$ cat config.mk
export PLATFORM = sky130hd
export DESIGN_NAME = saturn_fetch_sequencer
export DESIGN_NICKNAME = d
export VERILOG_FILES = /design/src/rtl/saturn_fetch_sequencer_pkg.sv /design/src/rtl/saturn_fetch_sequencer.sv
export SDC_FILE = /design/constraint.sdc
export NUM_CORES = 1
export LEC_CHECK = 0
export ABC_AREA = 0
export BUFFER_PORTS_ARGS = -buffer_cell sky130_fd_sc_hd__buf_2
export CAP_MARGIN = 10
export CORE_MARGIN = 2
export CORE_UTILIZATION = 58
export CTS_CLUSTER_DIAMETER = 40
export DETAILED_ROUTE_END_ITERATION = 10
export HOLD_SLACK_MARGIN = 0.02
export PLACE_DENSITY = 0.95
export SLEW_MARGIN = 20
export SYNTH_ARGS = -nofsm -noshare
export SYNTH_HDL_FRONTEND = slang
export SYNTH_SLANG_ARGS = --single-unit
$ cat constraint.sdc
create_clock -name i_clk -period 4.9 [get_ports i_clk]
set_input_delay 0.245 -clock i_clk [delete_from_list [all_inputs] [get_ports i_clk]]
set_output_delay 0.245 -clock i_clk [all_outputs]
set_load 0.02 [all_outputs]
$ cat src/rtl/saturn_fetch_sequencer_pkg.sv
// ---------------------------------------------------------------------------
// saturn_fetch_sequencer_pkg
//   Shared definitions for the Saturn fetch sequencer and the blocks that
//   observe its state (debugger, trace).
//   - SATURN_ADDR_W / SATURN_NIBBLE_W : program address and nibble widths
//   - seqState_t and SEQ_* codes      : 3-bit sequencer state encodings
//   - pcIncrement()                   : PC + 1, wrapping modulo 2^20
// ---------------------------------------------------------------------------
package saturn_fetch_sequencer_pkg;

  localparam int SATURN_ADDR_W   = 20;
  localparam int SATURN_NIBBLE_W = 4;

  typedef logic [2:0] seqState_t;

  // Encodings are fixed so the debugger and trace logic can decode them.
  localparam seqState_t SEQ_IDLE    = 3'd0;
  localparam seqState_t SEQ_FETCH   = 3'd1;
  localparam seqState_t SEQ_DECODE  = 3'd2;
  localparam seqState_t SEQ_ADVANCE = 3'd3;
  localparam seqState_t SEQ_HALT    = 3'd4;

  // Natural overflow of the 20-bit add gives the FFFFF -> 00000 wrap.
  function automatic logic [SATURN_ADDR_W-1:0] pcIncrement(
    input logic [SATURN_ADDR_W-1:0] pc
  );
    return pc + SATURN_ADDR_W'(1);
  endfunction

endpackage

$ cat src/rtl/saturn_fetch_sequencer.sv
// ---------------------------------------------------------------------------
// saturn_fetch_sequencer
//   Owns the program counter and paces the decoder one nibble at a time:
//   FETCH reads a nibble over a req/ack bus, DECODE pulses the decoder
//   enable, ADVANCE pulses the debugger enable and moves the PC from the
//   decoder's inc_pc / dec_error. Also keeps a free-running cycle counter,
//   a bus-timeout detector and a sticky halt.
//
//   Ports
//     i_clk, i_reset          clock, synchronous active-low reset
//     i_run                   sequence nibbles while 1
//     i_load_pc, i_new_pc     PC load (IDLE and ADVANCE only)
//     o_bus_req, o_bus_addr   nibble read request and address
//     i_bus_ack, i_bus_nibble read completion and data
//     o_en_dec, o_en_dbg      one-cycle decoder / debugger enables
//     o_stalled               decoder stall
//     o_pc, o_nibble          PC and nibble presented to the decoder
//     i_inc_pc, i_dec_error   decoder results, sampled in ADVANCE
//     o_cycles                cycle counter (frozen in HALT)
//     o_halted, o_bus_error   sticky halt and bus timeout flags
// ---------------------------------------------------------------------------
module saturn_fetch_sequencer
  import saturn_fetch_sequencer_pkg::*;
#(
  parameter logic [SATURN_ADDR_W-1:0] RESET_PC    = 20'h00000,
  parameter int                       BUS_TIMEOUT = 15
) (
  input  logic                       i_clk,
  input  logic                       i_reset,
  input  logic                       i_run,
  input  logic                       i_load_pc,
  input  logic [SATURN_ADDR_W-1:0]   i_new_pc,
  output logic                       o_bus_req,
  output logic [SATURN_ADDR_W-1:0]   o_bus_addr,
  input  logic                       i_bus_ack,
  input  logic [SATURN_NIBBLE_W-1:0] i_bus_nibble,
  output logic                       o_en_dec,
  output logic                       o_en_dbg,
  output logic                       o_stalled,
  output logic [SATURN_ADDR_W-1:0]   o_pc,
  output logic [SATURN_NIBBLE_W-1:0] o_nibble,
  input  logic                       i_inc_pc,
  input  logic                       i_dec_error,
  output logic [31:0]                o_cycles,
  output logic                       o_halted,
  output logic                       o_bus_error
);

  // Last count value before a fetch is declared timed out.
  localparam logic [7:0] TIMEOUT_LAST = 8'(BUS_TIMEOUT - 1);

  seqState_t                  r_state;
  logic [SATURN_ADDR_W-1:0]   r_pc;
  logic                       r_busReq;
  logic [SATURN_ADDR_W-1:0]   r_busAddr;
  logic                       r_enDec;
  logic                       r_enDbg;
  logic                       r_stalled;
  logic [SATURN_NIBBLE_W-1:0] r_nibble;
  logic [31:0]                r_cycles;
  logic                       r_halted;
  logic                       r_busError;
  logic [7:0]                 r_timeoutCnt;

  logic [SATURN_ADDR_W-1:0]   w_idlePc;
  logic [SATURN_ADDR_W-1:0]   w_advancePc;

  // In IDLE a load and a run may arrive together; the first fetch must
  // then use the freshly loaded address.
  assign w_idlePc = i_load_pc ? i_new_pc : r_pc;

  // ADVANCE priority below dec_error: an explicit jump beats increment.
  always_comb begin
    w_advancePc = r_pc;
    if (i_load_pc) begin
      w_advancePc = i_new_pc;
    end else if (i_inc_pc) begin
      w_advancePc = pcIncrement(r_pc);
    end
  end

  always_ff @(posedge i_clk) begin
    if (!i_reset) begin
      r_state      <= SEQ_IDLE;
      r_pc         <= RESET_PC;
      r_busReq     <= 1'b0;
      r_busAddr    <= '0;
      r_enDec      <= 1'b0;
      r_enDbg      <= 1'b0;
      r_stalled    <= 1'b1;
      r_nibble     <= '0;
      r_cycles     <= '0;
      r_halted     <= 1'b0;
      r_busError   <= 1'b0;
      r_timeoutCnt <= '0;
    end else begin
      // The cycle counter stops once the sequencer has halted.
      if (r_state != SEQ_HALT) begin
        r_cycles <= r_cycles + 32'd1;
      end

      case (r_state)
        SEQ_IDLE: begin
          r_stalled <= 1'b1;
          r_pc      <= w_idlePc;
          if (i_run) begin
            r_state      <= SEQ_FETCH;
            r_busReq     <= 1'b1;
            r_busAddr    <= w_idlePc;
            r_timeoutCnt <= '0;
          end
        end

        // i_run and i_load_pc are ignored until the handshake completes.
        SEQ_FETCH: begin
          if (i_bus_ack) begin
            r_nibble  <= i_bus_nibble;
            r_busReq  <= 1'b0;
            r_enDec   <= 1'b1;
            r_stalled <= 1'b0;
            r_state   <= SEQ_DECODE;
          end else if (r_timeoutCnt == TIMEOUT_LAST) begin
            r_busReq   <= 1'b0;
            r_busError <= 1'b1;
            r_halted   <= 1'b1;
            r_state    <= SEQ_HALT;
          end else begin
            r_timeoutCnt <= r_timeoutCnt + 8'd1;
          end
        end

        SEQ_DECODE: begin
          r_enDec   <= 1'b0;
          r_enDbg   <= 1'b1;
          r_stalled <= 1'b1;
          r_state   <= SEQ_ADVANCE;
        end

        // Decoder outputs are valid here, one cycle after the decode enable.
        SEQ_ADVANCE: begin
          r_enDbg <= 1'b0;
          if (i_dec_error) begin
            r_halted <= 1'b1;
            r_state  <= SEQ_HALT;
          end else begin
            r_pc <= w_advancePc;
            if (i_run) begin
              r_state      <= SEQ_FETCH;
              r_busReq     <= 1'b1;
              r_busAddr    <= w_advancePc;
              r_timeoutCnt <= '0;
            end else begin
              r_state <= SEQ_IDLE;
            end
          end
        end

        // Terminal until reset; every output holds its halted value.
        SEQ_HALT: begin
          r_busReq  <= 1'b0;
          r_enDec   <= 1'b0;
          r_enDbg   <= 1'b0;
          r_stalled <= 1'b1;
        end

        default: begin
          r_state   <= SEQ_IDLE;
          r_busReq  <= 1'b0;
          r_enDec   <= 1'b0;
          r_enDbg   <= 1'b0;
          r_stalled <= 1'b1;
        end
      endcase
    end
  end

  assign o_bus_req   = r_busReq;
  assign o_bus_addr  = r_busAddr;
  assign o_en_dec    = r_enDec;
  assign o_en_dbg    = r_enDbg;
  assign o_stalled   = r_stalled;
  assign o_pc        = r_pc;
  assign o_nibble    = r_nibble;
  assign o_cycles    = r_cycles;
  assign o_halted    = r_halted;
  assign o_bus_error = r_busError;

endmodule
==> results.json, run 1 <==
{
  "startpoint_type": "flip-flop",
  "netlist_area_um2": 4676,
  "slew_headroom_pct": 44.53,
  "synth_edf_count": 0,
  "synth_top_family_by_area": "simple AND/OR/NAND/NOR gates",
  "num_vias": 4643,
  "fin_area_um2": 5488,
  "synthXorXnorAreaFrac_pct": 6.743,
  "placed_cells": 752,
  "gr-usage-all-layers_pct": 29.21,
  "cts_setup_buffers": 0,
  "muxShareOfSynthArea_pct": 4.496,
  "io_buffer_count": 112,
  "ir_worst_vdd_mv": 0.1711,
  "slowest_delay_ps": 700,
  "synth-simple-area-share_pct": 31.23,
  "cp_max_fo": 23,
  "dp_hpwl_um": 8685,
  "cts_buffer_depth": 2,
  "synth_fa_ha_area_share_pct": 1.070,
  "cts_tree": "yes",
  "drtIter0Drc": 404,
  "crit_path_top_delay_cell": "dfxtp_1",
  "synth_most_common_cell": "dfxtp_1",
  "drt_pass1_iterations": 4,
  "setup.worst_path.class": "flip-flop to flip-flop",
  "ctsHoldBuffers": 0,
  "yosys.area.top_type": "dfxtp_1",
  "ys_types": 61,
  "critPathCaptureType": "flip-flop",
  "cts_max_level": 3,
  "clock-root-buffer": "clkbuf_8",
  "cp.arrival_ps": 2860,
  "cp_top_family": "simple AND/OR/NAND/NOR gates",
  "initial_core_util_pct": 60.20,
  "dieHeight_um": 93.79,
  "synth_compound_area_share_pct": 12.71,
  "post-route-period-util_pct": 52.79,
  "crit_chain": "and4bb_2 -> nor2_1 -> buf_4 -> nor2_1 -> nand2_1 -> o21ai_0",
  "power_density_nw_per_um2": 304.1,
  "die_w_um": 93.79,
  "hp-class": "input pin to flip-flop",
  "yosys-top-cells-area": "dfxtp_1 (40%), nand2_1 (5.2%), nand3_1 (4.7%)",
  "worst_slew_pin_slew_ps": 828.9,
  "synth_async_sr_flop_share_pct": 0,
  "finalClockSkew_ps": 18.91,
  "fp.coreArea_um2": 7767,
  "antenna_found_initial": 0,
  "tns_ps": 0,
  "clk_pin_slew_ps": 100,
  "seq_area_um2": 1862,
  "place_area_um2": 5270,
  "maxSlewViolCount": 0,
  "fmax_mhz": 386.6,
  "layout.cells.non_filler": 769,
  "rsz0062_at_grt": "false",
  "period_minus_slack_ps": 2587,
  "cts_sinks": 93,
  "yosys_warnings": 0,
  "cp.buffers_inverters": 1,
  "io_pins": 113,
  "final_nets": 696,
  "max_cap_violations": 0,
  "dieArea_um2": 8796,
  "whs_ps": 111.9,
  "postSynthAreaPerCell_um2": 8.290,
  "crit_top_cell": "nor2_1",
  "routed_wl_um": 12530,
  "yosysTopAreaCellShare_pct": 39.82,
  "wl_per_cell_um": 16.30,
  "vias_per_cell": 6.038,
  "clock_latency_ps": 380,
  "area_growth_pct": 17.37,
  "yosys-top-cells-count": "dfxtp_1 (93), nand2_1 (65), nor2_1 (58), nand3_1 (44), a21oi_1 (24)",
  "yosys_most_used_dff": "dfxtp_1",
  "ys_ff_latch": 93,
  "synth_fp_nets": 599,
  "syn_inst": 564,
  "place.gp.congestion": 0.9116,
  "ys_seq_area_share_pct": 39.82,
  "nFillCells": 593,
  "grt_pass1_wl_um": 20590,
  "ant_nets": 0,
  "status": "finished clean",
  "required_ps": 5170,
  "post_cts_resized": 0,
  "grt_pass1_vias": 4376,
  "rows": 32,
  "grt_overflow_total": 0,
  "layout-drive-gt1-share_pct": 21.92,
  "multi_input_area_um2": 2634,
  "cts_made_buffers": 9,
  "p_leak_nw": 2.386,
  "setup_viol": 0,
  "grt_max_degree": 65,
  "drcViolationCount": 0,
  "finalHoldViolCount": 0
}
## layer usage
metal  up-vias  routed length, um  track usage (%)  part of all wire (%)
met5         -                  0                0                     0
met3        30               1103            5.136                   8.8
met2       239               5947            47.68                    47
met4         0                336            13.65                   2.7
met1      2160               5144            37.53                    41
li1       2214                  -                -                     -
## final cells by class
class	instances	share of cell area, %
clock buffer	9	2.257
antenna	1	0.04560
timing repair buffer	116	10.76
multi-input combinational	426	47.99
clock inverter	7	1.664
inverter	15	1.026
sequential	93	33.93
tap	102	2.326
## cells in the final DEF, fill, tap and decap left out, types with 11 or more instances in the layout
master / n
nand4_1: 19
xor2_1: 19
xnor2_1: 17
nand2b_1: 18
mux2i_1: 21
inv_1: 14
o21ai_0: 22
nor2_1: 58
nand2_1: 65
a21oi_1: 24
buf_2: 112
dfxtp_1: 93
nor3_1: 11
nor4_1: 14
nand3_1: 44
## registers in the layout, summed over array words and instances (netlist names), 3 cells and up
name / flops
r_state: 3
o_pc: 20
o_nibble: 4
r_timeoutCnt: 8
o_cycles: 32
o_bus_addr: 20
## worst reg2reg max path, cell delays in order (launching register included)
cell and delay (ps):
dfxtp_1 700, and4bb_2 350, nor2_1 50, buf_4 230, nor2_1 660, nand2_1 240
o21ai_0 280
## metrics by stage
step / util [%] / total power (W) / setup slack [ps]
3_5_place_dp: 67.85 / 0.001125 / 2448
4_1_cts: 70.62 / 0.001667 / 2436
3_3_place_gp: 67.85 / 0.001112 / 2574
5_1_grt: 70.62 / 0.001728 / 2200
6_report: 70.65 / 0.001669 / 2313
2_1_floorplan: - / 0.001032 / 2900
## cells by family (layout without fill, tap and decap cells)
| logic type | count (synthesis) | after routing |
|---|---|---|
| compound gates | 93 | 93 |
| xor+xnor | 36 | 36 |
| fa+ha+maj | 4 | 4 |
| buf+inv | 45 | 147 |
| flops | 93 | 93 |
| mux | 21 | 21 |
| other cells | 0 | 1 |
| simple gates | 272 | 272 |
## path summary, 6_finish.rpt
path	startpoint	to	slack, ps	cells after the start
max	r_state[0]$_SDFFE_PN0P_	o_bus_addr[6]$_SDFFE_PN0P_	2310	6
min	i_bus_nibble[3]	o_nibble[3]$_SDFFE_PN0P_	110	3
max reg2reg	r_state[0]$_SDFFE_PN0P_	o_bus_addr[6]$_SDFFE_PN0P_	2310	6
min reg2reg	o_bus_addr[1]$_SDFFE_PN0P_	o_bus_addr[1]$_SDFFE_PN0P_	470	2
## power breakdown
group | switching, W | internal, W | total, W
Sequential | 0.0000506 | 0.000795 | 0.000846
Clock | 0.000305 | 0.000248 | 0.000554
Combinational | 0.000176 | 0.0000938 | 0.000270
Total | 0.000532 | 0.00114 | 0.00167
No activity file was read; power rests on OpenSTA's default activity.
==> run 2: changes to the inputs <==
- ABC_AREA: 0 -> 1
- CORE_UTILIZATION: 58 -> 55
- PLACE_DENSITY: 0.95 -> 0.9
- clock period: 4.9 -> 2.4 ns (I/O delays scaled with it)
==> run 2 against run 1 <==
  * Clock skew fell by 5.9 ps
  * Fmax up 37%
  * Global-route usage decreased by 2.7 points
  * Final area up 11%
  * Via count is 20% higher
  * Sequential share of layout area is 3.3 points lower
  * First-iteration DRC count down 29%
  * Worst setup slack got worse by 1800 ps
  * Utilization down 4.8 points
  * Worst hold slack got worse by 81 ps
  * Power rose by 130%
  * Critical path type unchanged
  * Largest cell class unchanged
  * Largest power group unchanged
==> results.json, run 2 <==
{
  "status": "finished clean",
  "cp_max_fo": 39,
  "switching_share_pct": 35.71,
  "final_nets": 957,
  "diodes": 0,
  "slew_headroom_pct": 33.71,
  "num_vias": 5552,
  "rows": 35,
  "finalHoldViolCount": 0,
  "setup_viol": 0,
  "clk_pin_slew_ps": 90,
  "drt_pass1_iterations": 5,
  "ys_types": 36,
  "drcViolationCount": 0,
  "fmax_mhz": 530.2,
  "cts_sinks": 93,
  "required_ps": 2700,
  "place.gp.congestion": 0.9509,
  "post-route-period-util_pct": 78.59,
  "cts_max_level": 3,
  "startpoint_type": "flip-flop",
  "tns_ps": 0,
  "cts_setup_buffers": 0,
  "yosys.area.top_type": "dfxtp_1",
  "routed_wl_um": 13480,
  "netlist_area_um2": 5236,
  "grt_pass1_wl_um": 22180,
  "yosys-top-cells-count": "nand2_1 (222), nor2_1 (107), dfxtp_1 (93), inv_1 (90), nand3_1 (65)",
  "layout_common_cells": "nand2_1 (222), buf_2 (112), nor2_1 (107), dfxtp_1 (93), inv_1 (90)",
  "nFillCells": 852,
  "setup.worst_path.class": "flip-flop to flip-flop",
  "fin_area_um2": 6083,
  "dieHeight_um": 101.6,
  "synth_edf_count": 0,
  "r2r_cells": 7,
  "cts_made_buffers": 9,
  "cts_buffer_depth": 2,
  "cp.arrival_ps": 2190,
  "ant_nets": 0,
  "die_w_um": 101.6,
  "wl_per_cell_um": 12.76,
  "ir_worst_vdd_mv": 0.4240,
  "synth_fp_nets": 852,
  "yosys_warnings": 0,
  "gr-usage-all-layers_pct": 26.56,
  "drtIter0Drc": 288,
  "synth_most_common_cell": "nand2_1",
  "clock-root-buffer": "clkbuf_8",
  "grt_pass1_vias": 4915,
  "initial_core_util_pct": 56.67,
  "io_buffer_count": 112,
  "postSynthAreaPerCell_um2": 6.409,
  "hp-class": "input pin to flip-flop",
  "clock_latency_ps": 370,
  "area_growth_pct": 16.18,
  "period_minus_slack_ps": 1886,
  "yosys_most_used_dff": "dfxtp_1",
  "io_pins": 113,
  "cts_tree": "yes",
  "ys_seq_area_share_pct": 35.56,
  "fin_ws_ps": 513.8,
  "comb_power_share_pct": 24.3,
  "place_ws_ps": 519.6,
  "synth_async_sr_flop_share_pct": 0,
  "power_density_nw_per_um2": 621.9,
  "finalClockSkew_ps": 13.02,
  "place_area_um2": 5876,
  "critPathCaptureType": "flip-flop",
  "rsz0062_at_grt": "false",
  "p_int_w": 0.002432,
  "largest_reg_flops": 32,
  "p_switching_w": 0.001351,
  "grt_max_degree": 59,
  "maxSlewViolCount": 0,
  "layout-drive-gt1-share_pct": 17.37,
  "dieArea_um2": 10320,
  "fin_total_pwr_w": 0.003783,
  "layout_commonest_cell": "nand2_1",
  "vias_per_cell": 5.258,
  "ys_ff_latch": 93,
  "dp_hpwl_um": 9703,
  "antenna_found_initial": 0,
  "p_clk_share_pct": 26.7,
  "p_leak_nw": 2.802,
  "yosys-top-cells-area": "dfxtp_1 (36%), nand2_1 (16%), nor2_1 (7.7%)",
  "fp.coreArea_um2": 9240,
  "syn_inst": 817,
  "pwr-share-seq_pct": 49.0,
  "max_cap_violations": 0,
  "worst_slew_pin_slew_ps": 988.2,
  "yosysTopAreaCellShare_pct": 35.56,
  "placed_cells": 1038,
  "min_path_cells": 3,
  "layout.cells.non_filler": 1056,
  "grt_overflow_total": 0
}
==> run 2: worst paths after layout <==
kind              slack [ps]                      from                     endpoint
hold / removal            30           i_bus_nibble[3]     o_nibble[3]$_SDFFE_PN0P_
setup / recovery         510   r_state[1]$_SDFFE_PN0P_  o_bus_addr[12]$_SDFFE_PN0P_
setup reg to reg         510   r_state[1]$_SDFFE_PN0P_  o_bus_addr[12]$_SDFFE_PN0P_
hold reg to reg          460  o_nibble[2]$_SDFFE_PN0P_     o_nibble[2]$_SDFFE_PN0P_
==> run 2: cells by family after synthesis <==
| logic type | count (synthesis) | synth area share (%) |
|---|---|---|
| AOI/OAI and AO/OA | 139 | 14.65 |
| adders and majority gates | 4 | 0.9558 |
| DFF | 93 | 35.56 |
| and+or+nand+nor | 452 | 38.30 |
| xor gates and xnor gates | 9 | 1.505 |
| buffers and inverters | 120 | 9.032 |
==> run 2: per-stage QoR <==
step / hold WS, ps / util, %
finish: 31.15 / 65.84
global route: 31.77 / 65.84
CTS: 21.52 / 65.84
detailed placement: 404.2 / 63.59
global placement: 399.5 / 63.59
floorplan: 286.0 / -
==> run 2: per-layer routing <==
layer / routed length [um] / part of all wire [%] / global-route usage [%] / vias to the layer above
met4: 384 / 2.8 / 11.12 / 0
met3: 693 / 5.1 / 4.831 / 30
met5: 0 / 0 / 0 / -
met1: 6103 / 45 / 35.16 / 2517
li1: - / - / - / 2846
met2: 6294 / 47 / 42.56 / 159
==> run 2: final cells by class <==
cell class | count | area, um^2 | area share (%)
clock inverter | 4 | 32.53 | 0.5348
tap | 129 | 161.4 | 2.653
inverter | 96 | 360.3 | 5.923
timing repair buffer | 118 | 610.6 | 10.04
sequential | 93 | 1862 | 30.60
clock buffer | 12 | 155.1 | 2.550
multi-input combinational | 604 | 2902 | 47.70
==> run 2: timing repair <==
item                                    in CTS  in global routing
hold buffers                                 2                  0
endpoints found under the setup margin       0                  0
resized for setup                            0                  0
endpoints found under the hold margin        2                  0
==> run 2: critical path, stage by stage, from the launching register on <==
cell and delay, ps:
dfxtp_1 390, nor2_1 220, nand2_1 150, nand2_2 130, nand3_4 100, inv_2 490, o21ai_0 170, a21oi_1 150
==> run 2: power groups by stage <==
stage	registers [W]	clock network [W]	logic, W
2_1_floorplan	0.00201	0	0.000498
3_3_place_gp	0.00188	0	0.000896
3_5_place_dp	0.00188	0	0.000913
4_1_cts	0.00185	0.00102	0.000919
5_1_grt	0.00188	0.00109	0.00102
6_report	0.00186	0.00101	0.000918
==> run 3: changes to the inputs <==
- ABC_AREA: 1 -> 0
- CORE_UTILIZATION: 55 -> 54
- PLACE_DENSITY: 0.9 -> 0.89
- clock period: 2.4 -> 1.9 ns (I/O delays scaled with it)
==> run 3 against run 2 <==
  * Worst hold slack got worse by 7.1 ps
  * Sequential power rose by 16%
  * Largest cell class unchanged
  * Largest power group unchanged
  * Clock skew is 0.76 ps higher
  * First-iteration DRC count is 15% lower
==> results.json, run 3 (same netlist as run 1, synthesis figures left out) <==
{
  "cts_sinks": 93,
  "diodes": 0,
  "layout_common_cells": "buf_2 (112), dfxtp_1 (88), nand2_1 (65), nor2_1 (58), nand3_1 (44)",
  "vias_per_cell": 5.809,
  "hp-class": "input pin to flip-flop",
  "layout.cells.non_filler": 813,
  "io_pins": 113,
  "status": "finished clean",
  "dp_hpwl_um": 8927,
  "nFillCells": 634,
  "max_cap_violations": 0,
  "power_density_nw_per_um2": 750.4,
  "final_nets": 738,
  "required_ps": 2160,
  "startpoint_type": "flip-flop",
  "period_minus_slack_ps": 1778,
  "seq_area_um2": 1868,
  "grt_max_degree": 64,
  "place.gp.congestion": 0.9532,
  "grt_pass1_wl_um": 20630,
  "ir_worst_vdd_mv": 0.3727,
  "die_w_um": 97.05,
  "cp_max_fo": 5,
  "multi_input_area_um2": 2670,
  "cts_tree": "yes",
  "drcViolationCount": 0,
  "finalHoldViolCount": 0,
  "dieHeight_um": 97.05,
  "gr-usage-all-layers_pct": 26.17,
  "finalClockSkew_ps": 13.78,
  "fp.coreArea_um2": 8299,
  "setup_viol": 0,
  "p_leak_nw": 2.634,
  "worst_slew_pin_slew_ps": 493.6,
  "io_buffer_count": 112,
  "area_growth_pct": 25.90,
  "routed_wl_um": 12430,
  "ant_nets": 0,
  "layout-drive-gt1-share_pct": 26.41,
  "grt_pass1_vias": 4434,
  "wl_per_cell_um": 15.29,
  "tns_ps": 0,
  "cp.arrival_ps": 2040,
  "initial_core_util_pct": 56.34,
  "rows": 33,
  "place_ws_ps": -82.38,
  "setup.worst_path.class": "flip-flop to flip-flop",
  "placed_cells": 785,
  "clock-root-buffer": "clkbuf_8",
  "cts_made_buffers": 9,
  "critPathCaptureType": "flip-flop",
  "num_vias": 4723,
  "layout_commonest_cell": "buf_2",
  "cts_buffer_depth": 2,
  "largest_reg_flops": 32,
  "fmax_mhz": 562.4,
  "grt_overflow_total": 0,
  "clock_latency_ps": 370,
  "clk_pin_slew_ps": 90,
  "slew_headroom_pct": 66.89,
  "post-route-period-util_pct": 93.58,
  "drtIter0Drc": 245,
  "fin_ws_ps": 122.0,
  "drt_pass1_iterations": 5,
  "antenna_found_initial": 0,
  "cts_max_level": 3,
  "dieArea_um2": 9419,
  "maxSlewViolCount": 0
}
[run 3: metrics by stage]
step                      instance area, um^2  hold slack [ps]  total power [W]  util (%)
final                                    5887            24.10         0.004417     70.93
after floorplan                          4678            242.2         0.002663         -
after CTS                                5811            22.41         0.004419     70.01
after global routing                     5887            33.07         0.004607     70.93
after detailed placement                 5527            347.0         0.002970     66.59
after global placement                   5527            331.9         0.002942     66.59
[run 3: cell type report]
class	instances	share of cell area (%)
repair buffers	158	16.07
multi-input cells	426	45.36
well taps	105	2.232
flip-flops and latches	93	31.73
clock inverters	5	1.424
clock buffers	11	2.232
inverters	15	0.9564
[run 3: worst max-delay path: stages (launching register included)]
cell and delay (ps):
dfxtp_1 430, nand4_1 240, buf_4 220, nor4_2 370
nand4_1 180, xor2_1 180, nor2_1 60
[run 3: worst paths after layout]
| path | startpoint | end | slack, ps | cells after the start |
|---|---|---|---|---|
| worst min register to register | o_bus_addr[11]$_SDFFE_PN0P_ | o_bus_addr[11]$_SDFFE_PN0P_ | 480 | 2 |
| worst max-delay path | o_cycles[6]$_SDFFE_PN0P_ | o_cycles[10]$_SDFFE_PN0P_ | 120 | 6 |
| worst max register to register | o_cycles[6]$_SDFFE_PN0P_ | o_cycles[10]$_SDFFE_PN0P_ | 120 | 6 |
| worst min-delay path | i_new_pc[6] | o_bus_addr[6]$_SDFFE_PN0P_ | 20 | 3 |
[run 3: metal layers]
metal / track usage [%] / wire length [um] / vias to the layer above / share of wire (%)
li1: - / - / 2295 / -
met1: 33.89 / 5389 / 2204 / 43
met2: 42.95 / 5879 / 200 / 47
met3: 5.180 / 919 / 24 / 7.4
met4: 10.51 / 242 / 0 / 1.9
met5: 0 / 0 / - / 0
[run 3: report_power, final]
group	switching [W]	total (W)	internal, W
clock network	0.000716	0.00146	0.000747
logic	0.000495	0.000807	0.000312
registers	0.0000948	0.00215	0.00205
total	0.00131	0.00442	0.00311
[run 3: timing repair]
action,4_1_cts,5_1_grt
hold endpoints to repair,6,0
setup buffers,0,6
gates resized for setup,1,7
hold buffers,6,0
pin swaps,0,6
setup endpoints to repair,6,38
